<file path="src/rtl/i2s_rx_deser.sv">
// I2S receive deserializer: synchronizes the codec's SCLK/LRCLK/SDATA into Clk,
// captures one left/right frame at a time and holds it behind a valid/ready handshake.
// Optional sticky dropped-frame flag 'overrun' is built only when I2S_RX_OVERRUN_EN is defined.
module i2s_rx_deser #(
    parameter int DATA_W = 16
) (
    input  logic              Clk,
    input  logic              Reset,
    input  logic              sclk_in,
    input  logic              lrclk_in,
    input  logic              din_in,
    output logic [DATA_W-1:0] out_left,
    output logic [DATA_W-1:0] out_right,
    output logic              out_valid,
    input  logic              out_ready
`ifdef I2S_RX_OVERRUN_EN
    ,
    output logic              overrun
`endif
);

    localparam int IDX_W = $clog2(DATA_W);
    localparam logic [IDX_W-1:0] LAST_IDX = IDX_W'(DATA_W - 1);

    typedef enum logic [2:0] {
        ALIGN,
        SHIFT_L,
        WAIT_L,
        SHIFT_R,
        WAIT_R
    } state_t;

    state_t state_q, state_d;

    logic sclk_meta_q, sclk_meta_d;
    logic sclk_sync_q, sclk_sync_d;
    logic sclk_prev_q, sclk_prev_d;
    logic lr_meta_q, lr_meta_d;
    logic lr_sync_q, lr_sync_d;
    logic din_meta_q, din_meta_d;
    logic din_sync_q, din_sync_d;
    logic lr_prev_q, lr_prev_d;

    logic [IDX_W-1:0]  cnt_q, cnt_d;
    logic [IDX_W-1:0]  bit_idx;
    logic [DATA_W-1:0] capture_q, capture_d;
    logic [DATA_W-1:0] capture_next;
    logic [DATA_W-1:0] left_hold_q, left_hold_d;
    logic [DATA_W-1:0] frame_right;

    logic [DATA_W-1:0] out_left_q, out_left_d;
    logic [DATA_W-1:0] out_right_q, out_right_d;
    logic              out_valid_q, out_valid_d;
`ifdef I2S_RX_OVERRUN_EN
    logic              overrun_q, overrun_d;
`endif

    logic sclk_rise;
    logic delay_slot;
    logic frame_done;
    logic start_left;
    logic start_right;
    logic accept;

    // A delay slot is the first rise carrying a new LRCLK level; that bit belongs to no channel.
    always_comb begin
        sclk_meta_d = sclk_in;
        sclk_sync_d = sclk_meta_q;
        sclk_prev_d = sclk_sync_q;
        lr_meta_d   = lrclk_in;
        lr_sync_d   = lr_meta_q;
        din_meta_d  = din_in;
        din_sync_d  = din_meta_q;
        sclk_rise   = sclk_sync_q & ~sclk_prev_q;
        delay_slot  = sclk_rise & (lr_sync_q ^ lr_prev_q);
        lr_prev_d   = sclk_rise ? lr_sync_q : lr_prev_q;
    end

    always_comb begin
        state_d     = state_q;
        cnt_d       = cnt_q;
        capture_d   = capture_q;
        left_hold_d = left_hold_q;
        frame_done  = 1'b0;
        frame_right = capture_q;
        start_left  = 1'b0;
        start_right = 1'b0;

        // Bits land at their final MSB-first position, so a short slot is already zero-filled.
        bit_idx               = LAST_IDX - cnt_q;
        capture_next          = capture_q;
        capture_next[bit_idx] = din_sync_q;

        if (sclk_rise) begin
            case (state_q)
                ALIGN: begin
                    if (delay_slot && !lr_sync_q) begin
                        start_left = 1'b1;
                    end
                end
                SHIFT_L: begin
                    if (delay_slot) begin
                        if (lr_sync_q) begin
                            left_hold_d = capture_q;
                            start_right = 1'b1;
                        end else begin
                            state_d = ALIGN;
                        end
                    end else begin
                        capture_d = capture_next;
                        if (cnt_q == LAST_IDX) begin
                            left_hold_d = capture_next;
                            state_d     = WAIT_L;
                        end else begin
                            cnt_d = cnt_q + 1'b1;
                        end
                    end
                end
                WAIT_L: begin
                    if (delay_slot) begin
                        if (lr_sync_q) begin
                            start_right = 1'b1;
                        end else begin
                            state_d = ALIGN;
                        end
                    end
                end
                SHIFT_R: begin
                    if (delay_slot) begin
                        frame_done  = 1'b1;
                        frame_right = capture_q;
                        start_left  = 1'b1;
                    end else begin
                        capture_d = capture_next;
                        if (cnt_q == LAST_IDX) begin
                            frame_done  = 1'b1;
                            frame_right = capture_next;
                            state_d     = WAIT_R;
                        end else begin
                            cnt_d = cnt_q + 1'b1;
                        end
                    end
                end
                WAIT_R: begin
                    if (delay_slot && !lr_sync_q) begin
                        start_left = 1'b1;
                    end
                end
                default: begin
                    state_d = ALIGN;
                end
            endcase
        end

        if (start_left) begin
            state_d   = SHIFT_L;
            cnt_d     = '0;
            capture_d = '0;
        end
        if (start_right) begin
            state_d   = SHIFT_R;
            cnt_d     = '0;
            capture_d = '0;
        end
    end

    // A finished frame replaces the held one only if the held one is gone or leaving this cycle.
    always_comb begin
        out_left_d  = out_left_q;
        out_right_d = out_right_q;
        out_valid_d = out_valid_q;
        accept      = frame_done & (~out_valid_q | out_ready);

        if (accept) begin
            out_left_d  = left_hold_q;
            out_right_d = frame_right;
            out_valid_d = 1'b1;
        end else if (out_valid_q && out_ready && !frame_done) begin
            out_valid_d = 1'b0;
        end
    end

`ifdef I2S_RX_OVERRUN_EN
    always_comb begin
        overrun_d = overrun_q | (frame_done & ~accept);
    end
`endif

    always_ff @(posedge Clk) begin
        if (Reset) begin
            state_q     <= ALIGN;
            sclk_meta_q <= 1'b0;
            sclk_sync_q <= 1'b0;
            sclk_prev_q <= 1'b0;
            lr_meta_q   <= 1'b0;
            lr_sync_q   <= 1'b0;
            din_meta_q  <= 1'b0;
            din_sync_q  <= 1'b0;
            lr_prev_q   <= 1'b0;
            cnt_q       <= '0;
            capture_q   <= '0;
            left_hold_q <= '0;
            out_left_q  <= '0;
            out_right_q <= '0;
            out_valid_q <= 1'b0;
        end else begin
            state_q     <= state_d;
            sclk_meta_q <= sclk_meta_d;
            sclk_sync_q <= sclk_sync_d;
            sclk_prev_q <= sclk_prev_d;
            lr_meta_q   <= lr_meta_d;
            lr_sync_q   <= lr_sync_d;
            din_meta_q  <= din_meta_d;
            din_sync_q  <= din_sync_d;
            lr_prev_q   <= lr_prev_d;
            cnt_q       <= cnt_d;
            capture_q   <= capture_d;
            left_hold_q <= left_hold_d;
            out_left_q  <= out_left_d;
            out_right_q <= out_right_d;
            out_valid_q <= out_valid_d;
        end
    end

`ifdef I2S_RX_OVERRUN_EN
    always_ff @(posedge Clk) begin
        if (Reset) begin
            overrun_q <= 1'b0;
        end else begin
            overrun_q <= overrun_d;
        end
    end

    assign overrun = overrun_q;
`endif

    assign out_left  = out_left_q;
    assign out_right = out_right_q;
    assign out_valid = out_valid_q;

endmodule

</file>
<file path="config.mk">
export PLATFORM = sky130hd
export DESIGN_NAME = i2s_rx_deser
export DESIGN_NICKNAME = d
export VERILOG_FILES = /design/src/rtl/i2s_rx_deser.sv
export SDC_FILE = /design/constraint.sdc
export NUM_CORES = 1
export LEC_CHECK = 0
export CAP_MARGIN = 0
export CORE_UTILIZATION = 25
export CTS_BUF_LIST = sky130_fd_sc_hd__clkbuf_4 sky130_fd_sc_hd__clkbuf_8
export CTS_CLUSTER_DIAMETER = 40
export DETAILED_ROUTE_END_ITERATION = 16
export HOLD_SLACK_MARGIN = 0.05
export PLACE_DENSITY = 0.5
export REMOVE_ABC_BUFFERS = 1
export SKIP_LAST_GASP = 1
export SYNTH_ARGS = -nofsm -noshare
export SYNTH_HDL_FRONTEND = slang
export SYNTH_SLANG_ARGS = --single-unit
export TNS_END_PERCENT = 5
</file>
<file path="constraint.sdc">
create_clock -name Clk -period 2.8 [get_ports Clk]
set_clock_uncertainty 0.1 [all_clocks]
set_input_delay 0.56 -clock Clk [delete_from_list [all_inputs] [get_ports Clk]]
set_output_delay 0.56 -clock Clk [all_outputs]
set_load 0.01 [all_outputs]
</file>
==> results.toml <==
[sta]
fmax_mhz = 431
fin_crit_sh_pct = 82.8
fin_crit_ns = 2.32
slew_headroom_pct = 53.4
tightest_slew_ns = 0.698
hold_violations = 0
whs_ns = 0.342
finalSetupViolations = 0
grt_setup_unrepaired = "false"
slew_viol_final = 0
worst_slack_ns = 0.482

[clock_network]
cts_setup_buffers = 0
clk_pin_slew_worst_paths_ns = 0.09
cts_buffers = 9
clk_path_buf_depth = 2
clkLatencyLatePin_ns = 0.36
htreeDepth = 3
cts.sinks = 80
tritoncts = "yes"
cts.root.buffer_cell = "clkbuf_8"
holdBufCountCts = 0
cts_resized = 0

[die]
io_pins = 39
die_h_um = 118
core_um2 = 13200
rows = 42
start_util_pct = 25.6
die_w_um = 118
dieArea_um2 = 14000

[critical_path]
crit_chain = "ha_1 > and3_1 > a311oi_1 > or4_4 > a221o_1 > a21oi_2"
path_buf_inv = 0
cp.arrival_ns = 2.52
end_kind = "register"
slowest_delay_ns = 0.55
r2r_slack_ns = 0.48
cp-start-kind = "register"
path_delay_family = "simple AND/OR/NAND/NOR gates"
critical_path.slowest_cell = "or4_4"
crit_fanout = 10
crit_type = "reg -> reg"
cp.required_ns = 3.01

[detailed_routing]
post_drt_wl_per_cell_um = 12.4
dr.pass1.iters = 4
vias_per_cell = 4.51
vias = 2737
initialDrtViolationCount = 131
antenna_left = 0
drt-total-wl_um = 7500
drc = 0

[place]
place_hpwl_um = 5000
io_buffers = 38
dpl.cell_count = 591
place_ws_ns = 0.503
gp_congestion = 0.772
dpl-instance-area_um2 = 3920

[power]
p_sw_w = 0.000486
p_int_w = 0.00167
pwr-share-comb_pct = 2.2
ir_drop_v = 0.000173
powerDensity_nw_per_um2 = 520
design_power_total_w = 0.00216
seq_power_share_pct = 53.2
leakagePower_nw = 1.51
swShare_pct = 22.5
clockPowerShare_pct = 44.6

[synthesis]
synth-edff-count = 0
async_reset_ff_share_pct = 0
avgSynthCellArea_um2 = 8.43
synthesis.instances = 400
synth_seq_area_share_pct = 47.5
synth_cell_types = 37
ys_seq_elements = 80
synthTopCellsByArea = "dfxtp_1 (47%), mux2i_1 (8.6%), nand2_1 (8.0%), a21oi_1 (6.2%), nand3_1 (4.6%)"
synth_area_um2 = 3370
yosys.area.top_type = "dfxtp_1"
yosysTopAreaCellShare_pct = 47.5
ys_warn_count = 0
synth-main-ff-cell = "dfxtp_1"

[layout]
stdcell_area_um2 = 4150
diodes = 0
finalNonFillerCells = 607
fillers = 1403
drive_gt1_share_pct = 8.35
nets = 436
synthToLayoutAreaGrowth_pct = 22.9

[grt]
grt_pass1_vias = 2689
grt.overflow.total = 0
grt_pass1_wl_um = 12900
grt_max_degree = 34
antenna_found_initial = 0
track_usage_pct = 11.5

[hold_path]
hp-class = "reg -> reg"

[outcome]
outcome = "finished clean"

[flow_run]
maxCapViolCount = 0
==> final cells by class <==
type / instances / area, µm² / share of cell area (%)
inverters: 3 / 11.3 / 0.272
multi-input cells: 282 / 1620 / 39.1
clock inverters: 7 / 101 / 2.44
repair buffers: 50 / 465 / 11.2
flip-flops and latches: 80 / 1600 / 38.6
clock buffers: 9 / 124 / 2.99
well taps: 176 / 220 / 5.31
==> layer usage <==
metal / up-vias / track usage (%) / part of all wire, %
met3: 9 / 3.86 / 4.5
met1: 1269 / 14.5 / 50
li1: 1413 / - / -
met2: 46 / 18.2 / 45
met5: - / 0 / 0
met4: 0 / 4.25 / 1.0
==> final timing paths <==
path	start	cells past startpoint	to
hold reg to reg	din_meta_q	1	din_sync_q
setup reg to reg	cnt_q[1]	6	state_q[1]
setup / recovery	cnt_q[1]	6	state_q[1]
hold / removal	din_meta_q	1	din_sync_q
==> cells by family (layout without fill, tap and decap cells) <==
family / Yosys count / after routing / share of synthesized area (%)
flops: 80 / 80 / 47.5
buf+inv: 38 / 69 / 4.68
compound gates: 77 / 77 / 14.1
simple gates: 169 / 169 / 22.7
fa+ha+maj: 4 / 4 / 1.48
mux: 29 / 29 / 8.61
xor+xnor: 3 / 3 / 1.00
==> power groups by stage <==
stage                     sequential [W]  clock, W  combinational, W
after detailed placement         0.00117         0         0.0000477
after floorplan                  0.00117         0         0.0000157
final                            0.00115  0.000961         0.0000470
after global routing             0.00115   0.00104         0.0000528
after CTS                        0.00115   0.00100         0.0000478
after global placement           0.00117         0         0.0000474
==> cell usage after synthesis (4+ instances only) <==
library cell and number:
a211oi_1 19, nor2_1 37, clkbuf_1 27, dfxtp_1 80
o211ai_1 4, ha_1 4, nor2b_1 10, buf_2 6
nand2b_1 5, nand3_1 31, a21oi_1 42, mux2i_1 29
nand2_1 72
==> flip-flops by register name, summed over array words and instances (netlist names) <==
signal / flops
lr_prev_q: 1
sclk_meta_q: 1
din_meta_q: 1
lr_meta_q: 1
state_q: 3
left_hold_q: 16
out_left: 16
sclk_prev_d: 1
out_valid: 1
din_sync_q: 1
sclk_prev_q: 1
capture_q: 16
out_right: 16
lr_sync_q: 1
cnt_q: 4
==> cells in the final DEF (no fill, tap or decap), types with 2 or more instances in the layout <==
| master | netlist | layout |
|---|---|---|
| dfxtp_1 | 80 | 80 |
| nand2_1 | 72 | 72 |
| a21oi_1 | 42 | 41 |
| nor2_1 | 37 | 37 |
| clkdlybuf4s50_1 | 0 | 37 |
| nand3_1 | 31 | 31 |
| mux2i_1 | 29 | 29 |
| a211oi_1 | 19 | 18 |
| buf_4 | 0 | 12 |
| nor2b_1 | 10 | 10 |
| clkbuf_8 | 0 | 9 |
| nand2b_1 | 5 | 5 |
| o211ai_1 | 4 | 4 |
| ha_1 | 4 | 4 |
| inv_1 | 3 | 3 |
| nand3b_1 | 3 | 3 |
| o31ai_1 | 3 | 3 |
| xnor2_1 | 2 | 2 |
| and3_1 | 2 | 2 |
| o21ai_0 | 2 | 2 |
| a21oi_2 | 1 | 2 |
| nor3_1 | 2 | 2 |
| bufinv_16 | 0 | 2 |
==> stage by stage <==
stage / utilization, % / setup TNS, ns
finish: 31.4 / 0
global route: 31.4 / 0
CTS: 31.4 / 0
detailed placement: 29.7 / 0
global placement: 29.7 / 0
floorplan: - / -11.62
No activity file was read; power rests on OpenSTA's default activity.
